[src/rtl/imem_pkg.sv]
// -----------------------------------------------------------------------------
// imem_pkg
// Shared definitions for the instruction-ROM arbiter: ROM geometry, the
// grant-select encoding, the registered response record and two small
// helpers (address legality check, saturating wait-counter increment).
// -----------------------------------------------------------------------------
package imem_pkg;

  localparam int unsigned IMEM_DEPTH_WORDS = 2048;
  localparam int unsigned IMEM_BYTES       = IMEM_DEPTH_WORDS * 4;

  // Starvation counters are 4 bits and saturate at 15.
  localparam int unsigned WAIT_W = 4;

  typedef enum logic [1:0] {
    SEL_NONE,
    SEL_IF,
    SEL_LD
  } port_sel_e;

  // One registered response per requester port.
  typedef struct packed {
    logic        valid;
    logic        err;
    logic [31:0] data;
  } rsp_t;

  // Misaligned or beyond the last ROM byte.
  function automatic logic addr_bad(input logic [31:0] addr,
                                    input int unsigned bytes);
    return (addr[1:0] != 2'b00) || (addr >= 32'(bytes));
  endfunction

  function automatic logic [WAIT_W-1:0] wait_inc(input logic [WAIT_W-1:0] cnt);
    return (cnt == '1) ? cnt : cnt + 1'b1;
  endfunction

endpackage

[src/rtl/imem_arbiter_if.sv]
// -----------------------------------------------------------------------------
// imem_arbiter_if
// Bundles the fetch (IF) and load (LD) request/response handshakes, the fetch
// flush and the ROM address/data pair. Member names keep the arbiter-side
// direction prefix (i_ = into the arbiter, o_ = out of the arbiter).
//   slave  : the arbiter
//   master : the requesters and the ROM (testbench side)
// -----------------------------------------------------------------------------
interface imem_arbiter_if;

  logic        i_if_req_valid;
  logic        o_if_req_ready;
  logic [31:0] i_if_addr;
  logic        o_if_rsp_valid;
  logic [31:0] o_if_rsp_data;
  logic        o_if_rsp_err;
  logic        i_flush;

  logic        i_ld_req_valid;
  logic        o_ld_req_ready;
  logic [31:0] i_ld_addr;
  logic        o_ld_rsp_valid;
  logic [31:0] o_ld_rsp_data;
  logic        o_ld_rsp_err;

  logic [31:0] o_imem_addr;
  logic [31:0] i_imem_rdata;

  modport slave (
    input  i_if_req_valid, i_if_addr, i_flush,
    input  i_ld_req_valid, i_ld_addr,
    input  i_imem_rdata,
    output o_if_req_ready, o_if_rsp_valid, o_if_rsp_data, o_if_rsp_err,
    output o_ld_req_ready, o_ld_rsp_valid, o_ld_rsp_data, o_ld_rsp_err,
    output o_imem_addr
  );

  modport master (
    output i_if_req_valid, i_if_addr, i_flush,
    output i_ld_req_valid, i_ld_addr,
    output i_imem_rdata,
    input  o_if_req_ready, o_if_rsp_valid, o_if_rsp_data, o_if_rsp_err,
    input  o_ld_req_ready, o_ld_rsp_valid, o_ld_rsp_data, o_ld_rsp_err,
    input  o_imem_addr
  );

endinterface

[src/rtl/imem_rr_grant.sv]
// -----------------------------------------------------------------------------
// imem_rr_grant
// Picks at most one requester per cycle. LD wins a conflict unless IF has
// been denied MAX_WAIT or more consecutive cycles, in which case IF wins
// (IF also wins when both ports are starved).
// Ports:
//   i_clk, i_reset  clock, asynchronous active-low reset
//   i_if_valid      fetch request valid
//   i_ld_valid      load request valid
//   o_sel           granted port (combinational)
// -----------------------------------------------------------------------------
module imem_rr_grant
  import imem_pkg::*;
#(
  parameter int unsigned MAX_WAIT = 4
) (
  input  logic      i_clk,
  input  logic      i_reset,
  input  logic      i_if_valid,
  input  logic      i_ld_valid,
  output port_sel_e o_sel
);

  localparam logic [WAIT_W-1:0] LIMIT = WAIT_W'(MAX_WAIT);

  logic [WAIT_W-1:0] if_wait_q, if_wait_d;
  logic [WAIT_W-1:0] ld_wait_q, ld_wait_d;
  logic              if_starved, ld_starved;

  assign if_starved = (if_wait_q >= LIMIT);
  assign ld_starved = (ld_wait_q >= LIMIT);

  // NOTE: every always_comb output gets a default first, so no path leaves
  // it unassigned and no latch is inferred.
  always_comb begin
    o_sel = SEL_NONE;
    if (i_if_valid && i_ld_valid) begin
      if (if_starved)      o_sel = SEL_IF;
      else if (ld_starved) o_sel = SEL_LD;
      else                 o_sel = SEL_LD;
    end else if (i_if_valid) begin
      o_sel = SEL_IF;
    end else if (i_ld_valid) begin
      o_sel = SEL_LD;
    end
  end

  // A counter only survives while its port keeps asking and keeps losing.
  always_comb begin
    if_wait_d = (i_if_valid && (o_sel != SEL_IF)) ? wait_inc(if_wait_q) : '0;
    ld_wait_d = (i_ld_valid && (o_sel != SEL_LD)) ? wait_inc(ld_wait_q) : '0;
  end

  // NOTE: sequential state uses non-blocking assignments so every flop
  // samples its _d value from before the edge, regardless of block order.
  always_ff @(posedge i_clk or negedge i_reset) begin
    if (!i_reset) begin
      if_wait_q <= '0;
      ld_wait_q <= '0;
    end else begin
      if_wait_q <= if_wait_d;
      ld_wait_q <= ld_wait_d;
    end
  end

endmodule

[src/rtl/imem_arbiter.sv]
// -----------------------------------------------------------------------------
// imem_arbiter
// Shares one combinational-read instruction ROM between the fetch stage (IF)
// and the load/store unit (LD). One grant per cycle; the granted address goes
// to the ROM and the read word is registered into a one-cycle-latency
// response with an alignment/range error flag (data forced to 0 on error).
// i_flush masks the IF response in flight and suppresses the response of an
// IF grant made in the same cycle; LD is never affected by flush.
// Ports:
//   i_clk, i_reset   clock, asynchronous active-low reset
//   bus              imem_arbiter_if.slave (requests, responses, flush, ROM)
//   o_conflict_cnt   saturating count of cycles with both requests valid
// -----------------------------------------------------------------------------
module imem_arbiter
  import imem_pkg::*;
#(
  parameter int unsigned DEPTH_WORDS = IMEM_DEPTH_WORDS,
  parameter int unsigned MAX_WAIT    = 4,
  parameter int unsigned CNT_W       = 16
) (
  input  logic              i_clk,
  input  logic              i_reset,
  imem_arbiter_if.slave     bus,
  output logic [CNT_W-1:0]  o_conflict_cnt
);

  localparam int unsigned       BYTES   = DEPTH_WORDS * 4;
  localparam logic [CNT_W-1:0]  CNT_MAX = '1;

  port_sel_e         sel;
  logic [31:0]       rom_addr;
  logic              grant_err;
  logic [31:0]       grant_data;

  logic [31:0]       last_addr_q, last_addr_d;
  rsp_t              if_rsp_q, if_rsp_d;
  rsp_t              ld_rsp_q, ld_rsp_d;
  logic [CNT_W-1:0]  cnt_q, cnt_d;

  imem_rr_grant #(
    .MAX_WAIT (MAX_WAIT)
  ) u_grant (
    .i_clk      (i_clk),
    .i_reset    (i_reset),
    .i_if_valid (bus.i_if_req_valid),
    .i_ld_valid (bus.i_ld_req_valid),
    .o_sel      (sel)
  );

  assign bus.o_if_req_ready = (sel == SEL_IF);
  assign bus.o_ld_req_ready = (sel == SEL_LD);

  // With no grant the ROM address parks on the last granted address.
  always_comb begin
    rom_addr = last_addr_q;
    case (sel)
      SEL_IF:  rom_addr = bus.i_if_addr;
      SEL_LD:  rom_addr = bus.i_ld_addr;
      default: rom_addr = last_addr_q;
    endcase
  end

  assign bus.o_imem_addr = rom_addr;
  assign grant_err       = addr_bad(rom_addr, BYTES);
  assign grant_data      = grant_err ? 32'h0 : bus.i_imem_rdata;
  assign last_addr_d     = (sel != SEL_NONE) ? rom_addr : last_addr_q;

  // Valid is a one-cycle pulse; data/err only change on a grant to the port.
  always_comb begin
    if_rsp_d       = if_rsp_q;
    if_rsp_d.valid = 1'b0;
    ld_rsp_d       = ld_rsp_q;
    ld_rsp_d.valid = 1'b0;
    if (sel == SEL_IF) begin
      if_rsp_d.valid = !bus.i_flush;
      if_rsp_d.err   = grant_err;
      if_rsp_d.data  = grant_data;
    end
    if (sel == SEL_LD) begin
      ld_rsp_d.valid = 1'b1;
      ld_rsp_d.err   = grant_err;
      ld_rsp_d.data  = grant_data;
    end
  end

  always_comb begin
    cnt_d = cnt_q;
    if (bus.i_if_req_valid && bus.i_ld_req_valid && (cnt_q != CNT_MAX))
      cnt_d = cnt_q + 1'b1;
  end

  always_ff @(posedge i_clk or negedge i_reset) begin
    if (!i_reset) begin
      last_addr_q <= '0;
      if_rsp_q    <= '0;
      ld_rsp_q    <= '0;
      cnt_q       <= '0;
    end else begin
      last_addr_q <= last_addr_d;
      if_rsp_q    <= if_rsp_d;
      ld_rsp_q    <= ld_rsp_d;
      cnt_q       <= cnt_d;
    end
  end

  // A flush kills the fetch response already sitting in the register.
  assign bus.o_if_rsp_valid = if_rsp_q.valid & ~bus.i_flush;
  assign bus.o_if_rsp_data  = if_rsp_q.data;
  assign bus.o_if_rsp_err   = if_rsp_q.err;
  assign bus.o_ld_rsp_valid = ld_rsp_q.valid;
  assign bus.o_ld_rsp_data  = ld_rsp_q.data;
  assign bus.o_ld_rsp_err   = ld_rsp_q.err;
  assign o_conflict_cnt     = cnt_q;

endmodule

[src/flat_wrapper.sv]
// flat-port wrapper written by rule: the top's interface ports become plain ports
module imem_arbiter_flat import imem_pkg::*;
#(
  parameter int unsigned DEPTH_WORDS = IMEM_DEPTH_WORDS,
  parameter int unsigned MAX_WAIT    = 4,
  parameter int unsigned CNT_W       = 16
)
  (i_clk, i_reset, o_conflict_cnt, bus_i_if_req_valid, bus_i_if_addr, bus_i_flush, bus_i_ld_req_valid, bus_i_ld_addr, bus_i_imem_rdata, bus_o_if_req_ready, bus_o_if_rsp_valid, bus_o_if_rsp_data, bus_o_if_rsp_err, bus_o_ld_req_ready, bus_o_ld_rsp_valid, bus_o_ld_rsp_data, bus_o_ld_rsp_err, bus_o_imem_addr);
  imem_arbiter_if bus_i ();
  input  logic i_clk;
  input  logic i_reset;
  output logic [CNT_W-1:0] o_conflict_cnt;
  input wire logic [$bits(bus_i.i_if_req_valid)-1:0] bus_i_if_req_valid;
  input wire logic [$bits(bus_i.i_if_addr)-1:0] bus_i_if_addr;
  input wire logic [$bits(bus_i.i_flush)-1:0] bus_i_flush;
  input wire logic [$bits(bus_i.i_ld_req_valid)-1:0] bus_i_ld_req_valid;
  input wire logic [$bits(bus_i.i_ld_addr)-1:0] bus_i_ld_addr;
  input wire logic [$bits(bus_i.i_imem_rdata)-1:0] bus_i_imem_rdata;
  output wire logic [$bits(bus_i.o_if_req_ready)-1:0] bus_o_if_req_ready;
  output wire logic [$bits(bus_i.o_if_rsp_valid)-1:0] bus_o_if_rsp_valid;
  output wire logic [$bits(bus_i.o_if_rsp_data)-1:0] bus_o_if_rsp_data;
  output wire logic [$bits(bus_i.o_if_rsp_err)-1:0] bus_o_if_rsp_err;
  output wire logic [$bits(bus_i.o_ld_req_ready)-1:0] bus_o_ld_req_ready;
  output wire logic [$bits(bus_i.o_ld_rsp_valid)-1:0] bus_o_ld_rsp_valid;
  output wire logic [$bits(bus_i.o_ld_rsp_data)-1:0] bus_o_ld_rsp_data;
  output wire logic [$bits(bus_i.o_ld_rsp_err)-1:0] bus_o_ld_rsp_err;
  output wire logic [$bits(bus_i.o_imem_addr)-1:0] bus_o_imem_addr;
  assign bus_i.i_if_req_valid = bus_i_if_req_valid;
  assign bus_i.i_if_addr = bus_i_if_addr;
  assign bus_i.i_flush = bus_i_flush;
  assign bus_i.i_ld_req_valid = bus_i_ld_req_valid;
  assign bus_i.i_ld_addr = bus_i_ld_addr;
  assign bus_i.i_imem_rdata = bus_i_imem_rdata;
  assign bus_o_if_req_ready = bus_i.o_if_req_ready;
  assign bus_o_if_rsp_valid = bus_i.o_if_rsp_valid;
  assign bus_o_if_rsp_data = bus_i.o_if_rsp_data;
  assign bus_o_if_rsp_err = bus_i.o_if_rsp_err;
  assign bus_o_ld_req_ready = bus_i.o_ld_req_ready;
  assign bus_o_ld_rsp_valid = bus_i.o_ld_rsp_valid;
  assign bus_o_ld_rsp_data = bus_i.o_ld_rsp_data;
  assign bus_o_ld_rsp_err = bus_i.o_ld_rsp_err;
  assign bus_o_imem_addr = bus_i.o_imem_addr;
  imem_arbiter #(.DEPTH_WORDS(DEPTH_WORDS), .MAX_WAIT(MAX_WAIT), .CNT_W(CNT_W)) u_core (.i_clk(i_clk), .i_reset(i_reset), .bus(bus_i), .o_conflict_cnt(o_conflict_cnt));
endmodule
[config.mk]
export PLATFORM = sky130hd
export DESIGN_NAME = imem_arbiter_flat
export DESIGN_NICKNAME = d
export VERILOG_FILES = /design/src/rtl/imem_pkg.sv /design/src/rtl/imem_arbiter_if.sv /design/src/rtl/imem_rr_grant.sv /design/src/rtl/imem_arbiter.sv /design/src/flat_wrapper.sv
export SDC_FILE = /design/constraint.sdc
export NUM_CORES = 1
export LEC_CHECK = 0
export ABC_AREA = 1
export CAP_MARGIN = 5
export CORE_ASPECT_RATIO = 1.75
export CORE_MARGIN = 2
export CORE_UTILIZATION = 44
export DETAILED_ROUTE_END_ITERATION = 6
export PLACE_DENSITY = 0.8
export SYNTH_ARGS = -nofsm -noshare
export SYNTH_HDL_FRONTEND = slang
export SYNTH_SLANG_ARGS = --single-unit
[constraint.sdc]
create_clock -name i_clk -period 2.4 [get_ports i_clk]
set_input_delay 0.48 -clock i_clk [delete_from_list [all_inputs] [get_ports i_clk]]
set_output_delay 0.48 -clock i_clk [all_outputs]
set_load 0.01 [all_outputs]
==> results of run 1 <==
repair_timing:
item                       in CTS  in global routing
resized for setup              77                 27
setup endpoints to repair      35                 21
pin swaps                       0                  1
cells by family (layout without fill, tap and decap cells):
family / Yosys count / after routing / synth area share
other cells: 1 / 1 / 0.0006518
buf+inv: 109 / 347 / 0.1096
flops: 120 / 120 / 0.5220
mux: 1 / 1 / 0.001957
compound gates: 13 / 13 / 0.01370
simple gates: 402 / 402 / 0.3264
xor+xnor: 14 / 14 / 0.02131
fa+ha+maj: 2 / 2 / 0.004349
how the worst max path moves through the flow:
| stage | startpoint | to | cells past startpoint |
|---|---|---|---|
| floorplan | bus_i_ld_req_valid | bus_o_imem_addr[10] | 9 |
| global placement | bus_i_ld_req_valid | bus_o_imem_addr[9] | 9 |
| detailed placement | bus_i_ld_req_valid | bus_o_imem_addr[8] | 9 |
| CTS | u_core.u_grant.if_wait_q[3]$_DFFE_PN0P_ | bus_o_imem_addr[4] | 9 |
| global route | u_core.u_grant.if_wait_q[2]$_DFFE_PN0P_ | bus_o_imem_addr[14] | 8 |
| finish | u_core.u_grant.if_wait_q[2]$_DFFE_PN0P_ | bus_o_imem_addr[23] | 8 |
metrics by stage:
step / instances / utilization
final: 1071 / 0.6968
after global routing: 1071 / 0.6968
after CTS: 1071 / 0.6998
after detailed placement: 1039 / 0.6413
after global placement: 1039 / 0.6413
after floorplan: 662 / -
synthesized netlist by cell type, types with 4 or more instances:
master | count | area share
buf_2 | 10 | 0.0087
buf_4 | 33 | 0.043
buf_6 | 11 | 0.022
clkbuf_1 | 16 | 0.010
dfrtp_1 | 120 | 0.52
inv_1 | 35 | 0.023
nand2_1 | 182 | 0.12
nand2_2 | 8 | 0.0087
nand3_1 | 64 | 0.056
nand3_2 | 5 | 0.0087
nand4_1 | 68 | 0.074
nor2_1 | 58 | 0.038
nor2_2 | 4 | 0.0043
o22ai_1 | 11 | 0.012
xnor2_1 | 5 | 0.0076
xor2_1 | 9 | 0.014
area by class of cell:
class                           instances  area (sq um)
Clock inverter                         14         196.4
Timing Repair Buffer                  276          2688
Clock buffer                           18         439.2
Sequential cell                       120          3003
Tap cell                              171         214.0
Multi-Input combinational cell        433          2275
Inverter                               39         152.6
Fill cell                            1006          3901
per-layer routing:
layer | vias to the layer above | global-route usage
met5 | - | 0
met4 | 0 | 0.1260
met3 | 44 | 0.05085
met2 | 195 | 0.4479
met1 | 2598 | 0.2755
li1 | 2602 | -
power groups by stage:
stage / Clock [mW] / Combinational (mW) / Sequential, mW
floorplan: 0 / 0.349 / 2.26
global placement: 0 / 0.990 / 2.26
detailed placement: 0 / 0.997 / 2.26
CTS: 2.77 / 0.997 / 2.23
global route: 2.86 / 1.07 / 2.25
finish: 2.72 / 0.988 / 2.24
state kept, by name, indices dropped and copies added (netlist names):
name                       cells
u_core.u_grant.if_wait_q       4
u_core.last_addr_q            32
u_core.if_rsp_q                1
u_core.o_conflict_cnt         16
u_core.bus.o_ld_rsp_err        1
u_core.bus.o_if_rsp_data      32
u_core.bus.o_ld_rsp_valid      1
u_core.bus.o_if_rsp_err        1
u_core.bus.o_ld_rsp_data      32
==> run summary, run 1 <==
Outcome: finished, final reports clean
Initial Utilization: 0.4471
CTS Buf Count: 17
R2R Setup Slk: 0.16 ns
Worst R2R Path Depth: 13
Reg2reg start: u_core.u_grant.if_wait_q[2]$_DFFE_PN0P_
Crit path kind: reg2out
CP delay by family, top: buffers and inverters
Ant. Diodes: 0
Number of global-route vias before repair: 5503
CP Cell Sequence: nor2_2 -> nand2_4 -> buf_12 -> nand2_4 -> buf_12 -> nand2_1 -> nand3_1 -> clkdlybuf4s15_1
DR top layer: met4
RR Endpoint: u_core.bus.o_if_rsp_data[13]$_DFFE_PN0N_
Global-route wire length before repair: 27570 microns
Mapped Nets: 765
Worst hold path type: in2async
Final setup fails: 0
Final nets: 990
CTS Hold Buffers Added: 0
Pint: 4.420 mW
Final worst-path cycle share: 0.9720
Die height: 155.3 microns
Drt pass-1 iters: 7
DP Worst Slack: -0.4444 ns
Final min period: 2.333 ns
Sequential area share after synthesis: 0.5220
DR WL met2: 9326 microns
Max cap viols: 0
IO Pins: 219
Hold Vio Cnt, Final: 0
Clock power share: 0.458
Slew @ Worst Pin: 0.5362 ns
Antenna Nets Post-Route: 0
Switching share of power: 0.2564
Worst setup SP type: flop
Core ar.: 0.01287 sq mm
Switching pwr: 1.524 mW
Most frequent cells in the layout: nand2_1, clkdlybuf4s50_1, dfrtp_1
Post-DP HPWL: 12270 microns
Largest stage delay, worst path: 0.39 ns
Leakage: 4.376 nW
RSZ-0062 raised after global routing: false
CP bufs+invs: 3
Starting DRT DRC Count: 237
Die X: 90.44 microns
Power Density: 662.9 mW/mm^2
Number of synthesized flops with an enable pin: 0
Async S/R FF share, synth: 1.000
Htree depth: 4
Final Max Slew Viols: 0
Syn_area_per_cell: 8.690 sq um
Setup_tns: 0 ns
Worst Setup Slack, final: 0.06728 ns
# port buffers: 218
Post CTS Setup Buffer Count: 0
Max-slew headroom: 0.6425
Warnings, synthesis: 0
CTS sink cnt: 120
Total gr overflow: 0
Crit end category: output pin
Register bit total from synthesis: 120
WHS: 0.05527 ns
Comb pwr share: 0.166
Vias: 5439
Vias/cell: 5.078
WL met3: 787 microns
Mapped Cells: 662
CTS tree: yes
FP Rows: 55
Global-route usage over all layers: 0.2482
WP data arrival: 1.85 ns
Initial antenna violation count: 0
Sequential share of power: 0.376
Worst EP required: 1.92 ns
Die ar.: 0.01404 sq mm
Clk_skew: 0.01322 ns
Critical Path Slowest Stage Cell: dfrtp_1
Worst-path clk slew: 0.06 ns
FMAX: 428.7 MHz
Peak VDD IR: 0.6030 mV
Syn Std Cell Area: 0.005753 sq mm
Largest net degree at the start of global routing: 49
Metal-1 WL: 6546 microns
Library cells used by synthesis: 32
Finished Cell Area: 0.008967 sq mm
RD Place Congestion: 0.8898
Drc violations: 0
Max Root-Sink Buffers: 2
Worst skew pair latency: 0.41 ns
Wire per inst: 16.18 microns
Final wirelength: 17330 microns
Share of layout cells above drive strength 1: 0.1644
CP Max Fanout: 13
Top_reg_cell synth: dfrtp_1
Total power: 5.944 mW
CTS Root Cell: clkbuf_16
Placement Cell Area: 0.008253 sq mm
Layout area overhead: 55.87%
No activity file was read; power rests on OpenSTA's default activity.
==> run 2: changes to the inputs <==
--- a/config.mk
+++ b/config.mk
@@ -7,11 +7,14 @@
 export LEC_CHECK = 0
 export ABC_AREA = 1
 export CAP_MARGIN = 5
+export CELL_PAD_IN_SITES_DETAIL_PLACEMENT = 0
+export CELL_PAD_IN_SITES_GLOBAL_PLACEMENT = 2
 export CORE_ASPECT_RATIO = 1.75
 export CORE_MARGIN = 2
-export CORE_UTILIZATION = 44
+export CORE_UTILIZATION = 25
 export DETAILED_ROUTE_END_ITERATION = 6
-export PLACE_DENSITY = 0.8
+export GPL_TIMING_DRIVEN = 0
+export PLACE_DENSITY_LB_ADDON = 0.1
 export SYNTH_ARGS = -nofsm -noshare
 export SYNTH_HDL_FRONTEND = slang
 export SYNTH_SLANG_ARGS = --single-unit
==> run summary, run 2 (synthesis gave the netlist of run 1 again) <==
Power Density: 626.7 mW/mm^2
Vias/cell: 4.458
CTS Root Cell: clkbuf_16
Initial antenna violation count: 0
Final min period: 2.447 ns
Placed insts: 1179
Final setup fails: 3
Setup_tns: -0.1222 ns
Core ar.: 0.02265 sq mm
WP data arrival: 1.97 ns
Die ar.: 0.02429 sq mm
Number of global-route vias before repair: 5803
Area taken by multi-input logic gates: 0.002260 sq mm
Starting DRT DRC Count: 214
Hold Vio Cnt, Final: 0
Global-route usage over all layers: 0.1703
FP Rows: 73
Global-route wire length before repair: 31710 microns
Max cap viols: 0
Wire per inst: 16.43 microns
Htree depth: 4
Total gr overflow: 0
Max Root-Sink Buffers: 2
Final wirelength: 20160 microns
FMAX: 408.7 MHz
Filler Cells Inserted: 2402
RD Place Congestion: 0.7658
Peak VDD IR: 0.3639 mV
Layout area overhead: 60.72%
Worst-path clk slew: 0.05 ns
Post-route insts no fill: 1227
Ant. Diodes: 0
CP Max Fanout: 7
Final nets: 1019
CTS Buf Count: 17
RSZ-0062 raised after global routing: true
Die height: 204.7 microns
Worst hold path type: in2reg
Max-slew headroom: 0.5775
Vias: 5470
Leakage: 4.482 nW
Worst EP required: 1.92 ns
Worst Setup Slack, final: -0.04666 ns
Antenna Nets Post-Route: 0
Failing checks: negative setup slack
Drt pass-1 iters: 4
Drc violations: 0
Post-DP HPWL: 15250 microns
Crit end category: output pin
Most frequent cells in the layout: nand2_1, clkdlybuf4s50_1, dfrtp_1
Final worst-path cycle share: 1.019
Die X: 118.7 microns
Initial Utilization: 0.2540
Final Max Slew Viols: 0
IO Pins: 219
Largest net degree at the start of global routing: 87
Crit path kind: reg2out
Outcome: complete, but fails checks
# port buffers: 216
Storage cell area: 0.003003 sq mm
Worst skew pair latency: 0.42 ns
Clk_skew: 0.009628 ns
Worst setup SP type: flop
CTS sink cnt: 120
CTS tree: yes
Slew @ Worst Pin: 0.6337 ns
Share of layout cells above drive strength 1: 0.1845
Most common cell after layout, fill and taps aside: nand2_1
run 2: worst max-delay path, cell delays in order (launching register included):
cell and delay (ns):
dfrtp_1 0.40, nor2_4 0.14, nand2_4 0.09, buf_8 0.14, nor2_4 0.10, nor2_4 0.07, inv_4 0.09, clkbuf_16 0.16
buf_4 0.10, nor2_2 0.03, nor2_1 0.08, buf_2 0.14
run 2: metal layers:
layer / wire (microns) / global-route usage / part of all wire / vias up
li1: - / - / - / 2658
met1: 7596 / 0.1797 / 0.38 / 2626
met2: 11300 / 0.3225 / 0.56 / 169
met3: 917 / 0.03731 / 0.045 / 17
met4: 346 / 0.07015 / 0.017 / 0
met5: 0 / 0 / 0 / -
run 2: metrics by stage:
| stage | power, mW | area [sq um] | hold WS (ns) | setup slack, ns | util |
|---|---|---|---|---|---|
| 2_1_floorplan | 2.613 | 5753 | 0.1844 | 0.1787 | - |
| 3_3_place_gp | 3.196 | 8290 | 0.4244 | -4.299 | 0.3660 |
| 3_5_place_dp | 3.203 | 8319 | 0.4039 | -0.9319 | 0.3673 |
| 4_1_cts | 5.894 | 9175 | 0.3839 | -0.1034 | 0.4050 |
| 5_1_grt | 6.074 | 9246 | 0.4130 | -0.1535 | 0.4082 |
| 6_report | 5.795 | 9246 | 0.4127 | -0.04666 | 0.4082 |
run 2: layout make-up:
class / instances / area share
Clock buffer: 21 / 0.04980
Timing Repair Buffer: 235 / 0.2464
Sequential cell: 120 / 0.3248
Tap cell: 300 / 0.04060
Buffer: 70 / 0.06279
Inverter: 39 / 0.01773
Clock inverter: 9 / 0.01353
Multi-Input combinational cell: 433 / 0.2444
run 2: worst paths after layout:
path	start	endpoint	slack, ns	depth (start not counted)
min in group asynchronous	i_reset	u_core.bus.o_if_rsp_data[0]$_DFFE_PN0N_	0.52	2
worst max register to register	u_core.u_grant.if_wait_q[2]$_DFFE_PN0P_	u_core.bus.o_if_rsp_data[0]$_DFFE_PN0N_	0.17	13
max in group asynchronous	i_reset	u_core.o_conflict_cnt[5]$_DFFE_PN0P_	1.10	3
worst min-delay path	bus_i_if_req_valid	u_core.last_addr_q[24]$_DFFE_PN0P_	0.41	3
worst max-delay path	u_core.u_grant.if_wait_q[2]$_DFFE_PN0P_	bus_o_imem_addr[10]	-0.05	11
worst min register to register	u_core.u_grant.if_wait_q[0]$_DFFE_PN0P_	u_core.u_grant.if_wait_q[0]$_DFFE_PN0P_	0.43	1
run 2: power by group:
part	switching (mW)	internal [mW]	total, mW
logic	0.485	0.483	0.968
registers	0.0913	2.14	2.23
clock network	0.932	1.67	2.60
run 2: what timing repair did:
item / in CTS / in global routing
resized for setup: 115 / 38
pin swaps: 9 / 9
hold buffers: 1 / 0
gates cloned: 0 / 0
setup buffers: 15 / 2
endpoints found under the setup margin: 34 / 24
hold endpoints to repair: 34 / 0
